--- config.mk ---
export PLATFORM = sky130hd
export DESIGN_NAME = window_scan_ctrl
export DESIGN_NICKNAME = d
export VERILOG_FILES = /design/src/rtl/median_pkg.sv /design/src/rtl/win_offset_counter.sv /design/src/rtl/window_scan_ctrl.sv
export SDC_FILE = /design/constraint.sdc
export NUM_CORES = 1
export LEC_CHECK = 0
export CORE_MARGIN = 2
export CORE_UTILIZATION = 56
export CTS_CLUSTER_DIAMETER = 200
export DETAILED_ROUTE_END_ITERATION = 10
export PLACE_DENSITY = 0.87
export SETUP_SLACK_MARGIN = 0.5
export SLEW_MARGIN = 20
export SYNTH_ARGS = -nofsm -noshare
export SYNTH_HDL_FRONTEND = slang
export SYNTH_SLANG_ARGS = --single-unit
--- constraint.sdc ---
create_clock -name clk -period 8.1 [get_ports clk]
set_input_delay 1.215 -clock clk [delete_from_list [all_inputs] [get_ports clk]]
set_output_delay 1.215 -clock clk [all_outputs]
set_load 0.02 [all_outputs]
--- src/rtl/median_pkg.sv ---
// Shared constants for the median-filter window sequencer: FSM encoding,
// border-handling modes and a ceil-log2 helper for sizing coordinate fields.
package median_pkg;

  localparam logic [1:0] ST_IDLE = 2'd0;
  localparam logic [1:0] ST_SCAN = 2'd1;
  localparam logic [1:0] ST_DONE = 2'd2;

  localparam int unsigned BORDER_FLAG      = 0;
  localparam int unsigned BORDER_REPLICATE = 1;

  // Smallest r with 2^r >= v; used when deriving COORD_W/OFF_W at integration.
  function automatic int unsigned clog2(input int unsigned v);
    int unsigned r;
    r = 0;
    for (int unsigned i = 0; i < 32; i++) begin
      if ((32'd1 << i) < v) r = i + 1;
    end
    return r;
  endfunction

endpackage

--- src/rtl/win_offset_counter.sv ---
// Signed 2-D tap counter stepping (x,y) over -R..+R in raster order,
// wrapping to (-R,-R) after (+R,+R).
module win_offset_counter #(
  parameter int unsigned WIN   = 3,
  parameter int unsigned OFF_W = 3
) (
  input  logic                    clk,
  input  logic                    reset,
  input  logic                    en_i,
  output logic signed [OFF_W-1:0] off_x_o,
  output logic signed [OFF_W-1:0] off_y_o,
  output logic                    first_c_o,
  output logic                    last_c_o
);

  localparam int unsigned R = (WIN - 1) / 2;
  localparam logic signed [OFF_W-1:0] POS_R = OFF_W'(R);
  localparam logic signed [OFF_W-1:0] NEG_R = -POS_R;
  localparam logic signed [OFF_W-1:0] ONE   = OFF_W'(1);

  logic signed [OFF_W-1:0] x_q, x_d;
  logic signed [OFF_W-1:0] y_q, y_d;

  always_comb begin
    x_d = x_q;
    y_d = y_q;
    if (en_i) begin
      if (x_q == POS_R) begin
        x_d = NEG_R;
        y_d = (y_q == POS_R) ? NEG_R : y_q + ONE;
      end else begin
        x_d = x_q + ONE;
      end
    end
  end

  always_ff @(posedge clk) begin
    if (reset) begin
      x_q <= NEG_R;
      y_q <= NEG_R;
    end else begin
      x_q <= x_d;
      y_q <= y_d;
    end
  end

  assign off_x_o   = x_q;
  assign off_y_o   = y_q;
  assign first_c_o = (x_q == NEG_R) && (y_q == NEG_R);
  assign last_c_o  = (x_q == POS_R) && (y_q == POS_R);

endmodule

--- src/rtl/window_scan_ctrl.sv ---
// Frame-scan sequencer: walks every centre pixel in raster order and, per centre,
// every WIN x WIN tap, emitting border-resolved fetch coordinates under valid/ready.
module window_scan_ctrl
  import median_pkg::*;
#(
  parameter int unsigned WIN         = 3,
  parameter int unsigned IMG_W       = 640,
  parameter int unsigned IMG_H       = 480,
  parameter int unsigned BORDER_MODE = BORDER_REPLICATE,
  parameter int unsigned COORD_W     = 10,
  parameter int unsigned OFF_W       = 3
) (
  input  logic                      clk,
  input  logic                      reset,
  input  logic                      start,
  input  logic                      ready,
  output logic                      valid,
  output logic signed [OFF_W-1:0]   offX,
  output logic signed [OFF_W-1:0]   offY,
  output logic [COORD_W-1:0]        centerX,
  output logic [COORD_W-1:0]        centerY,
  output logic [COORD_W-1:0]        addrX,
  output logic [COORD_W-1:0]        addrY,
  output logic                      oob,
  output logic                      winFirst,
  output logic                      winLast,
  output logic                      busy,
  output logic                      done
);

  localparam int unsigned SW = COORD_W + 2;
  localparam logic [COORD_W-1:0]   MAX_X = COORD_W'(IMG_W - 1);
  localparam logic [COORD_W-1:0]   MAX_Y = COORD_W'(IMG_H - 1);
  localparam logic [COORD_W-1:0]   ONE_C = COORD_W'(1);
  localparam logic signed [SW-1:0] LIM_X = SW'(IMG_W);
  localparam logic signed [SW-1:0] LIM_Y = SW'(IMG_H);

  logic [1:0]               state_q, state_d;
  logic [COORD_W-1:0]       cx_q, cx_d;
  logic [COORD_W-1:0]       cy_q, cy_d;
  logic                     valid_q, valid_d;
  logic                     busy_q, busy_d;
  logic                     done_q, done_d;
  logic                     adv;
  logic signed [OFF_W-1:0]  off_x, off_y;
  logic                     tap_first_c, tap_last_c;
  logic signed [SW-1:0]     raw_x, raw_y;
  logic                     oob_x, oob_y;
  logic [COORD_W-1:0]       addr_x, addr_y;

  win_offset_counter #(
    .WIN   (WIN),
    .OFF_W (OFF_W)
  ) u_off (
    .clk       (clk),
    .reset     (reset),
    .en_i      (adv),
    .off_x_o   (off_x),
    .off_y_o   (off_y),
    .first_c_o (tap_first_c),
    .last_c_o  (tap_last_c)
  );

  // Next state, centre raster counter and registered status flags.
  always_comb begin
    state_d = state_q;
    cx_d    = cx_q;
    cy_d    = cy_q;
    adv     = 1'b0;
    case (state_q)
      ST_IDLE: begin
        if (start) state_d = ST_SCAN;
      end
      ST_SCAN: begin
        if (ready) begin
          adv = 1'b1;
          if (tap_last_c) begin
            if (cx_q == MAX_X) begin
              cx_d = '0;
              if (cy_q == MAX_Y) begin
                cy_d    = '0;
                state_d = ST_DONE;
              end else begin
                cy_d = cy_q + ONE_C;
              end
            end else begin
              cx_d = cx_q + ONE_C;
            end
          end
        end
      end
      ST_DONE: state_d = ST_IDLE;
      default: state_d = ST_IDLE;
    endcase
    valid_d = (state_d == ST_SCAN);
    busy_d  = (state_d != ST_IDLE);
    done_d  = (state_d == ST_DONE);
  end

  always_ff @(posedge clk) begin
    if (reset) begin
      state_q <= ST_IDLE;
      cx_q    <= '0;
      cy_q    <= '0;
      valid_q <= 1'b0;
      busy_q  <= 1'b0;
      done_q  <= 1'b0;
    end else begin
      state_q <= state_d;
      cx_q    <= cx_d;
      cy_q    <= cy_d;
      valid_q <= valid_d;
      busy_q  <= busy_d;
      done_q  <= done_d;
    end
  end

  // Fetch address straight from the registered counters; zeroed while no tap is live.
  always_comb begin
    raw_x  = $signed({2'b00, cx_q}) + SW'(off_x);
    raw_y  = $signed({2'b00, cy_q}) + SW'(off_y);
    oob_x  = raw_x[SW-1] || (raw_x >= LIM_X);
    oob_y  = raw_y[SW-1] || (raw_y >= LIM_Y);
    addr_x = raw_x[COORD_W-1:0];
    addr_y = raw_y[COORD_W-1:0];
    if (BORDER_MODE == BORDER_REPLICATE) begin
      if (raw_x[SW-1])    addr_x = '0;
      else if (oob_x)     addr_x = MAX_X;
      if (raw_y[SW-1])    addr_y = '0;
      else if (oob_y)     addr_y = MAX_Y;
    end
    if (!valid_q) begin
      addr_x = '0;
      addr_y = '0;
    end
  end

  assign valid    = valid_q;
  assign busy     = busy_q;
  assign done     = done_q;
  assign offX     = off_x;
  assign offY     = off_y;
  assign centerX  = cx_q;
  assign centerY  = cy_q;
  assign addrX    = addr_x;
  assign addrY    = addr_y;
  assign oob      = valid_q && (oob_x || oob_y);
  assign winFirst = valid_q && tap_first_c;
  assign winLast  = valid_q && tap_last_c;

endmodule

==> results of run 1 <==
[cell usage after synthesis, types with 3 or more instances]
master	count
nor2_1	42
dfxtp_1	31
o21ai_0	15
and2_1	5
clkbuf_1	5
ha_1	30
nand4_1	9
or2_2	4
a21boi_0	5
and3_1	6
a21oi_1	21
nand2_1	21
xor2_1	20
nor3_1	6
a21o_1	3
nand2b_1	8
nor2b_1	3
nand3_1	11
o211ai_1	5
o21a_1	7
inv_1	16
xnor2_1	12
[metrics by stage]
stage / hold slack (ns) / std cells / total power (W) / instance area, um^2 / worst slack, ns
3_5_place_dp: 0.470 / 426 / 0.000203 / 3240 / 3.13
5_1_grt: 0.512 / 432 / 0.000322 / 3310 / 2.62
2_1_floorplan: 0.420 / 325 / 0.000189 / 2660 / 3.86
4_1_cts: 0.480 / 432 / 0.000310 / 3310 / 2.81
6_report: 0.472 / 432 / 0.000307 / 3310 / 2.83
3_3_place_gp: 0.458 / 426 / 0.000202 / 3240 / 3.23
[kinds of logic after synthesis]
group,share of synthesized area
and+or+nand+nor,0.243
AOI/OAI and AO/OA,0.222
adders and majority gates,0.156
xor gates and xnor gates,0.105
DFF,0.234
buffers and inverters,0.0339
other,0.00141
muxes,0.00424
[worst reg2reg max path, stage by stage, from the launching register on]
cell,delay (ns)
dfxtp_1,0.52
and4bb_2,0.45
nand4_1,0.18
nor2_1,0.39
and3_1,0.30
nand4_1,0.13
xor2_1,0.16
nor2_1,0.05
[sequential cells by signal, summed over array words and instances (netlist names)]
| register | count |
|---|---|
| centerX | 10 |
| centerY | 10 |
| u_off.off_x_o | 3 |
| u_off.off_y_o | 3 |
| state_q | 2 |
| busy | 1 |
| done | 1 |
| valid | 1 |
[report_power, final]
group / switching [W] / internal [W]
clock: 0.0000495 / 0.0000570
combinational: 0.0000228 / 0.0000187
sequential: 0.00000434 / 0.000155
total: 0.0000766 / 0.000230
[layer usage]
layer  vias up  routed length, um  track usage
li1       1262                  -            -
met1      1188               3000        0.357
met2        61               2950        0.403
met3        15                253       0.0318
met4         0                140        0.101
met5         -                  0            0
[area by class of cell]
type | count | area share
Tap cell | 54 | 0.0204
Multi-Input combinational cell | 271 | 0.589
Sequential cell | 31 | 0.188
Timing Repair Buffer | 54 | 0.163
Clock buffer | 6 | 0.0219
Inverter | 16 | 0.0182
[worst min-delay path by stage]
stage / from / to / slack (ns) / depth (start not counted)
2_1_floorplan: state_q[1]$_SDFF_PP0_ / busy$_SDFF_PP0_ / 0.42 / 1
5_1_grt: state_q[1]$_SDFF_PP0_ / busy$_SDFF_PP0_ / 0.51 / 1
3_5_place_dp: state_q[1]$_SDFF_PP0_ / busy$_SDFF_PP0_ / 0.47 / 1
3_3_place_gp: state_q[1]$_SDFF_PP0_ / busy$_SDFF_PP0_ / 0.46 / 1
6_report: state_q[1]$_SDFF_PP0_ / busy$_SDFF_PP0_ / 0.47 / 1
4_1_cts: state_q[1]$_SDFF_PP0_ / busy$_SDFF_PP0_ / 0.48 / 1
==> results.tsv, run 1 <==
stage	metric	value	unit
clocking	clock tree from TritonCTS	yes	
logic_synthesis	sequential cell area fraction in the yosys report	0.234	
global_routing	number of antenna violations at the first check in global routing	0	
floorplan	I/O pin count	56	
clocking	buffers inserted during post-CTS setup optimization	0	
layout	# diodes	0	
floorplan	core region area	4660	um^2
logic_synthesis	cell type with the highest aggregate area in the netlist	dfxtp_1	
critical_path	startpoint type of the worst setup path	flop	
sta	number of max-slew violations in the final report	0	
layout	commonest non-fill, non-tap cells in the layout	clkdlybuf4s50_1, nor2_1, dfxtp_1	
clocking	clock tree root driver cell	clkbuf_8	
clocking	clock buffer count from CTS	5	
clocking	number of clock sinks	31	
detailed_routing	drt initial violations	146	
sta	setup violators final	0	
placed_design	GPL Wtd Cong	0.886	
critical_path	kind of critical path	reg -> out	
critical_path	endpoint of the most critical register-to-register path	centerY[7]$_SDFFE_PP0P_	
critical_path	cell breakdown of the critical path	ha_1 -> a2111oi_4 -> o21a_4 -> nor3_2 -> o41a_4 -> or3_4 -> a32oi_4 -> and3_1 -> clkdlybuf4s50_1	
critical_path	WP buf/inv	1	
sta	setup repair after global routing missed its margin	false	
layout	count of nets after finishing	415	
layout	final standard cell utilization of the core	0.710	
layout	area overhead of the layout relative to synthesis	24.5	%
clocking	source-to-sink clock delay at the later pin of the worst-skew pair	0.28	ns
layout	area taken by multi-input logic gates	1950	um^2
sta	Relative slew margins	0.560	
global_routing	global route overflow	0	
power_and_ir_drop	leakage power total	1.30	nW
clocking	number of buffers added to fix hold violations after cts	0	
floorplan	Die Outline Area	5310	um^2
logic_synthesis	flop and latch count out of synthesis	31	
layout	count of fill cells added during filler insertion	378	
global_routing	total global routing track utilization	0.256	
logic_synthesis	Netlist cell types	55	
critical_path	required time at the worst-slack endpoint	6.88	ns
layout	ratio of cells with drive above 1 in the final layout	0.0582	
sta	transition time at the pin with the least slew margin	0.659	ns
sta	Period minus WS final	5.27	ns
logic_synthesis	Yosys warnings	0	
floorplan	effective utilization at floorplan	0.570	
sta	Max Fclk	190	MHz
global_routing	via count of the first global-routing pass	2348	
sta	final clock period utilization by the worst path	0.651	
critical_path	CP Depth	9	
placed_design	Detail Placement HPWL	4950	um
clocking	number of gates resized after cts	0	
layout	commonest non-fill, non-tap cell in the layout	clkdlybuf4s50_1	
clocking	Worst-path clk slew	0.06	ns
logic_synthesis	leading cell types by total area after synthesis	dfxtp_1, ha_1, xor2_1	
logic_synthesis	post-synth top area share	0.234	
clocking	CTS HTree Levels	2	
floorplan	width of the chip	72.9	um
detailed_routing	aggregate routed wire length	6350	um
logic_synthesis	Post-synth EDFFs	0	
logic_synthesis	post-synthesis average cell area	8.18	um^2
detailed_routing	final routed DRC violation total	0	
flow_run	max-capacitance violation count	0	
detailed_routing	drt first pass iters	4	
detailed_routing	Antenna Nets Post-Route	0	
critical_path	RR Startpoint	u_off.off_x_o[2]$_SDFFE_PP1P_	
clocking	maximum clock path buffer count	2	
power_and_ir_drop	highest ir drop seen on vdd	0.112	mV
floorplan	cell row count	25	
sta	Final Hold Fails	0	
critical_path	critical path's top delay family	compound AO/OA/AOI/OAI gates	
floorplan	vertical extent of the die	72.9	um
layout	sequential cell area	621	um^2
critical_path	Critical Path Source	u_off.off_x_o[2]$_SDFFE_PP1P_	
logic_synthesis	number of nets in the synthesized netlist	361	
placed_design	count of buffers from port buffering	54	
critical_path	timing endpoint of the critical path	addrX[7]	
critical_path	Worst EP arrival	4.06	ns
logic_synthesis	cells after synthesis	325	
critical_path	Register-to-Register Path Depth	7	
critical_path	largest driver fanout on the critical path	19	
min_path	path class of the lowest-slack min-delay path	reg -> reg	
critical_path	Largest stage delay, worst path	0.74	ns
critical_path	crit end category	output pin	
sta	final clock skew	0.00478	ns
sta	TNS Setup	0	ns
run_status	status	completed	
detailed_routing	routed via count	2526	
logic_synthesis	asr flop ratio synth	0	
logic_synthesis	mapped cell area	2660	um^2
logic_synthesis	dominant register cell in the synthesized netlist	dfxtp_1	
detailed_routing	Routed WL per cell	14.7	um
global_routing	first-pass GRT wire length	10800	um
detailed_routing	detailed-route vias per instance	5.85	
power_and_ir_drop	power per cell area	92.8	nW/um^2
critical_path	library cell contributing the largest single delay on the critical path	dfxtp_1	
global_routing	pin count of the biggest net entering global routing	20	
critical_path	reg-to-reg slack, setup	5.81	ns
No activity file was read; power rests on OpenSTA's default activity.
==> run 2, diff against run 1 <==
Settings changed: CORE_UTILIZATION 56 to 52, PLACE_DENSITY 0.87 to 0.81.
Clock period 8.1 ns to 5.1 ns, I/O delays scaled along.
==> run 2 against run 1 <==
  * Sequential power rose by 58%
  * Routed wire length rose by 4.2%
  * Clock skew rose by 0.0021 ns
==> results.tsv, run 2 (same netlist as run 1, synthesis figures left out) <==
stage	metric	value	unit
sta	Relative slew margins	0.639	
critical_path	crit end category	output pin	
clocking	clock buffer count from CTS	5	
critical_path	reg-to-reg slack, setup	2.80	ns
placed_design	Detail Placement HPWL	5050	um
critical_path	library cell contributing the largest single delay on the critical path	clkdlybuf4s50_1	
min_path	path class of the lowest-slack min-delay path	reg -> reg	
global_routing	total global routing track utilization	0.229	
detailed_routing	drt initial violations	155	
critical_path	required time at the worst-slack endpoint	4.34	ns
clocking	maximum clock path buffer count	2	
sta	setup violators final	0	
layout	count of nets after finishing	419	
floorplan	effective utilization at floorplan	0.530	
sta	Final Hold Fails	0	
global_routing	pin count of the biggest net entering global routing	20	
min_path	hold path depth	1	
sta	transition time at the pin with the least slew margin	0.537	ns
floorplan	cell row count	26	
detailed_routing	aggregate routed wire length	6620	um
sta	Max Fclk	224	MHz
clocking	clock tree from TritonCTS	yes	
layout	ratio of cells with drive above 1 in the final layout	0.0964	
critical_path	cell breakdown of the critical path	ha_1 -> a2111oi_4 -> o21a_4 -> nor3_2 -> o41a_4 -> or3_4 -> a32oi_4 -> and3_1 -> clkdlybuf4s50_1	
detailed_routing	Routed WL per cell	14.6	um
floorplan	width of the chip	75.5	um
run_status	status	completed	
floorplan	I/O pin count	56	
power_and_ir_drop	power per cell area	165	nW/um^2
critical_path	kind of critical path	reg -> out	
global_routing	first-pass GRT wire length	10300	um
sta	Period minus WS final	4.46	ns
critical_path	Worst EP arrival	3.70	ns
detailed_routing	final routed DRC violation total	0	
sta	number of max-slew violations in the final report	0	
floorplan	core region area	5010	um^2
critical_path	largest driver fanout on the critical path	19	
floorplan	Die Outline Area	5700	um^2
critical_path	startpoint type of the worst setup path	flop	
clocking	source-to-sink clock delay at the later pin of the worst-skew pair	0.27	ns
placed_design	GPL Wtd Cong	0.893	
sta	final clock skew	0.00689	ns
layout	count of fill cells added during filler insertion	421	
power_and_ir_drop	leakage power total	1.38	nW
layout	# diodes	0	
layout	final standard cell utilization of the core	0.684	
power_and_ir_drop	highest ir drop seen on vdd	0.194	mV
clocking	CTS HTree Levels	2	
sta	Worst Hold Margin	0.479	ns
critical_path	Register-to-Register Path Depth	9	
sta	TNS Setup	0	ns
critical_path	critical path's top delay family	compound AO/OA/AOI/OAI gates	
global_routing	global route overflow	0	
floorplan	vertical extent of the die	75.5	um
flow_run	max-capacitance violation count	0	
clocking	clock tree root driver cell	clkbuf_8	
detailed_routing	detailed-route vias per instance	5.60	
critical_path	RR Startpoint	u_off.off_y_o[1]$_SDFFE_PP1P_	
min_path	end of the worst hold path	busy$_SDFF_PP0_	
clocking	number of clock sinks	31	
layout	commonest non-fill, non-tap cells in the layout	clkdlybuf4s50_1, nor2_1, ha_1	
layout	area overhead of the layout relative to synthesis	28.9	%
critical_path	Largest stage delay, worst path	0.60	ns
global_routing	number of antenna violations at the first check in global routing	0	
critical_path	endpoint of the most critical register-to-register path	centerY[9]$_SDFFE_PP0P_	
detailed_routing	Antenna Nets Post-Route	0	
sta	setup repair after global routing missed its margin	false	
detailed_routing	drt first pass iters	4	
layout	commonest non-fill, non-tap cell in the layout	clkdlybuf4s50_1	
detailed_routing	routed via count	2544	
clocking	Worst-path clk slew	0.07	ns
critical_path	WP buf/inv	1	
min_path	startpoint of the worst hold path	state_q[1]$_SDFF_PP0_	
sta	final clock period utilization by the worst path	0.875	
global_routing	via count of the first global-routing pass	2311	
placed_design	count of buffers from port buffering	54	
==> run 2: cell types whose count changed in the layout (fill, tap and decap cells not counted), sizes merged <==
cell	change
buf	+4
clkdlybuf4s50	-2
dlymetal6s2s	+2
bufinv	+1
clkinv	+1
==> run 2: stage by stage <==
step           cell area [um^2]  setup slack, ns  total power, W  std cells
6_report                   3430            0.639        0.000565        454
5_1_grt                    3430            0.446        0.000584        454
4_1_cts                    3380            0.502        0.000567        450
3_5_place_dp               3260            0.580        0.000322        442
3_3_place_gp               3260            0.697        0.000321        442
2_1_floorplan              2660             1.31        0.000299        325
==> run 2: worst register-to-register path: cells and delay by family, from the launching register on <==
family,cells,cell delay (ns)
xor+xnor,1,0.16
fa+ha+maj,1,0.18
buf+inv,1,0.13
flops,1,0.37
simple gates,6,1.34
==> run 2: area by class of cell <==
| class | count | area, um^2 | share of cell area |
|---|---|---|---|
| clock buffers | 6 | 82.6 | 0.0241 |
| clock inverters | 2 | 35.0 | 0.0102 |
| inverters | 16 | 60.1 | 0.0175 |
| well taps | 70 | 87.6 | 0.0256 |
| multi-input cells | 271 | 1950 | 0.570 |
| repair buffers | 58 | 576 | 0.168 |
| flip-flops and latches | 31 | 632 | 0.184 |
==> run 2: worst max path at each step <==
stage / startpoint / end / slack, ns / cells past startpoint
2_1_floorplan: u_off.off_x_o[2]$_SDFFE_PP1P_ / addrX[1] / 1.31 / 9
5_1_grt: u_off.off_x_o[2]$_SDFFE_PP1P_ / addrX[8] / 0.45 / 9
6_report: u_off.off_x_o[2]$_SDFFE_PP1P_ / addrX[7] / 0.64 / 9
3_5_place_dp: u_off.off_x_o[2]$_SDFFE_PP1P_ / addrX[7] / 0.58 / 9
3_3_place_gp: u_off.off_x_o[2]$_SDFFE_PP1P_ / addrX[7] / 0.70 / 9
4_1_cts: u_off.off_y_o[2]$_SDFFE_PP1P_ / addrY[5] / 0.50 / 9
==> run 2: what timing repair did <==
item                       CTS  global route
cloned                       0             0
pin swaps                    0             4
hold buffers                 0             0
setup endpoints to repair   10            15
setup buffers                0             4
gates resized for setup      2            10
==> run 2: report_power, final <==
group | total (W) | leakage (nW) | internal, W | switching (W)
Sequential | 0.000252 | 0.251 | 0.000246 | 0.00000674
Combinational | 0.0000668 | 1.07 | 0.0000300 | 0.0000368
Clock | 0.000246 | 0.0612 | 0.000158 | 0.0000879
Total | 0.000565 | 1.38 | 0.000433 | 0.000131
==> run 2: per-layer routing <==
metal | GRT usage | up-vias | wire length (um)
met5 | 0 | - | 0
met4 | 0.0741 | 0 | 104
met3 | 0.0317 | 10 | 260
met2 | 0.367 | 78 | 3170
met1 | 0.317 | 1186 | 3080
li1 | - | 1270 | -
==> run 3, diff against run 2 <==
Settings changed: SETUP_SLACK_MARGIN 0.5 to unset.
==> run 3 against run 2 <==
  * Worst setup slack worse by 0.39 ns
  * Sequential power about the same
  * Design area down 1.5%
  * Critical path type unchanged
  * Fmax down 8.0%
  * Combinational power down 2%
  * Via count down 1.4%
  * Flip-flop and latch count unchanged
  * Hold slack about the same
  * Routed wire length down 2.6%
  * Clock power about the same
  * Largest power group unchanged
  * Count of clock-buffer cells in the layout unchanged
  * Critical path depth unchanged
==> results.tsv, run 3 (same netlist as run 1, synthesis figures left out) <==
stage	metric	value	unit
power_and_ir_drop	cell internal pwr	0.000433	W
detailed_routing	aggregate routed wire length	6440	um
layout	sequential cell area	621	um^2
floorplan	effective utilization at floorplan	0.530	
clocking	clock tree root driver cell	clkbuf_8	
detailed_routing	drt initial violations	143	
critical_path	startpoint type of the worst setup path	flop	
power_and_ir_drop	leakage power total	1.33	nW
sta	Final Hold Fails	0	
power_and_ir_drop	net switching fraction of the power	0.232	
critical_path	crit end category	output pin	
clocking	CTS HTree Levels	2	
critical_path	WP buf/inv	1	
placed_design	DP Worst Slack	0.580	ns
global_routing	via count of the first global-routing pass	2290	
global_routing	first-pass GRT wire length	10200	um
power_and_ir_drop	power per cell area	167	nW/um^2
global_routing	total global routing track utilization	0.227	
layout	final non-filler cell total	450	
critical_path	largest driver fanout on the critical path	19	
placed_design	number of cells after detailed placement	442	
clocking	clock tree from TritonCTS	yes	
sta	Relative slew margins	0.548	
floorplan	cell row count	26	
sta	number of max-slew violations in the final report	0	
layout	count of fill cells added during filler insertion	428	
sta	PnR worst setup slack	0.251	ns
detailed_routing	Routed WL per cell	14.3	um
flow_run	max-capacitance violation count	0	
sta	setup repair after global routing missed its margin	false	
clocking	number of buffers added to fix hold violations after cts	0	
min_path	path class of the lowest-slack min-delay path	reg -> reg	
sta	transition time at the pin with the least slew margin	0.677	ns
critical_path	kind of critical path	reg -> out	
layout	commonest non-fill, non-tap cells in the layout	clkdlybuf4s50_1, nor2_1, dfxtp_1	
layout	Final Cell Area	3370	um^2
sta	Max Fclk	206	MHz
critical_path	Worst EP arrival	4.08	ns
run_status	status	completed	
power_and_ir_drop	clock power share	0.436	
clocking	number of gates resized after cts	0	
critical_path	required time at the worst-slack endpoint	4.34	ns
detailed_routing	routed via count	2509	
critical_path	library cell contributing the largest single delay on the critical path	dfxtp_1	
sta	final clock skew	0.00601	ns
sta	setup violators final	0	
critical_path	critical path's top delay family	compound AO/OA/AOI/OAI gates	
detailed_routing	Antenna Nets Post-Route	0	
clocking	maximum clock path buffer count	2	
layout	area taken by multi-input logic gates	1950	um^2
power_and_ir_drop	Comb pwr share	0.117	
clocking	Worst-path clk slew	0.07	ns
floorplan	Die Outline Area	5700	um^2
power_and_ir_drop	highest ir drop seen on vdd	0.194	mV
placed_design	Placement Cell Area	3260	um^2
floorplan	width of the chip	75.5	um
global_routing	pin count of the biggest net entering global routing	20	
floorplan	vertical extent of the die	75.5	um
clocking	clock buffer count from CTS	5	
layout	count of nets after finishing	415	
placed_design	count of buffers from port buffering	54	
layout	ratio of cells with drive above 1 in the final layout	0.0658	
placed_design	Detail Placement HPWL	5050	um
global_routing	global route overflow	0	
clocking	buffers inserted during post-CTS setup optimization	0	
detailed_routing	drt first pass iters	4	
global_routing	number of antenna violations at the first check in global routing	0	
detailed_routing	detailed-route vias per instance	5.58	
placed_design	GPL Wtd Cong	0.893	
layout	area overhead of the layout relative to synthesis	26.9	%
sta	final clock period utilization by the worst path	0.951	
power_and_ir_drop	NetSw	0.000131	W
detailed_routing	final routed DRC violation total	0	
critical_path	Largest stage delay, worst path	0.76	ns
layout	commonest non-fill, non-tap cell in the layout	clkdlybuf4s50_1	
clocking	source-to-sink clock delay at the later pin of the worst-skew pair	0.27	ns
floorplan	I/O pin count	56	
layout	# diodes	0	
sta	TNS Setup	0	ns
critical_path	cell breakdown of the critical path	ha_1 -> a2111oi_4 -> o21a_4 -> nor3_2 -> o41a_4 -> or3_4 -> a32oi_4 -> and3_1 -> clkdlybuf4s50_1	
floorplan	core region area	5010	um^2
power_and_ir_drop	sequential power share	0.447	
clocking	number of clock sinks	31	
sta	Period minus WS final	4.85	ns
==> run 3: power by group through the flow <==
stage	logic, W	clock network [W]	registers, W
after floorplan	0.0000409	0	0.000258
after global placement	0.0000641	0	0.000257
after detailed placement	0.0000648	0	0.000257
after CTS	0.0000652	0.000250	0.000252
after global routing	0.0000715	0.000258	0.000253
final	0.0000657	0.000246	0.000252
==> run 3: path summary, 6_finish.rpt <==
| check | start | depth (start not counted) | slack (ns) | to |
|---|---|---|---|---|
| hold reg to reg | state_q[1]$_SDFF_PP0_ | 1 | 0.48 | busy$_SDFF_PP0_ |
| hold / removal | state_q[1]$_SDFF_PP0_ | 1 | 0.48 | busy$_SDFF_PP0_ |
| setup reg to reg | u_off.off_x_o[2]$_SDFFE_PP1P_ | 7 | 2.78 | centerY[9]$_SDFFE_PP0P_ |
| setup / recovery | u_off.off_x_o[2]$_SDFFE_PP1P_ | 9 | 0.25 | addrX[7] |
==> run 3: metal layers <==
metal	vias to the layer above	wire, um	global-route usage
met5	-	0	0
li1	1257	-	-
met2	66	3030	0.367
met1	1176	3100	0.317
met4	0	99	0.0663
met3	10	208	0.0317
==> run 3: worst reg2reg max path, stage by stage (launching register included) <==
cell and delay [ns]:
dfxtp_1 0.53, and4bb_2 0.46, nand4_1 0.18, nor2_1 0.41
and3_1 0.29, nand4_1 0.13, xnor2_1 0.16, nor2_1 0.05
==> run 3: stage by stage <==
step / power [W] / utilization / hold WS, ns
2_1_floorplan: 0.000299 / - / 0.420
3_3_place_gp: 0.000321 / 0.650 / 0.455
3_5_place_dp: 0.000322 / 0.650 / 0.452
4_1_cts: 0.000567 / 0.673 / 0.465
5_1_grt: 0.000583 / 0.673 / 0.519
6_report: 0.000564 / 0.673 / 0.478
==> run 3: area by class of cell <==
class,count,share of cell area
Clock buffer,6,0.0245
Clock inverter,2,0.0104
Inverter,16,0.0178
Multi-Input combinational cell,271,0.577
Sequential cell,31,0.184
Tap cell,70,0.0260
Timing Repair Buffer,54,0.160
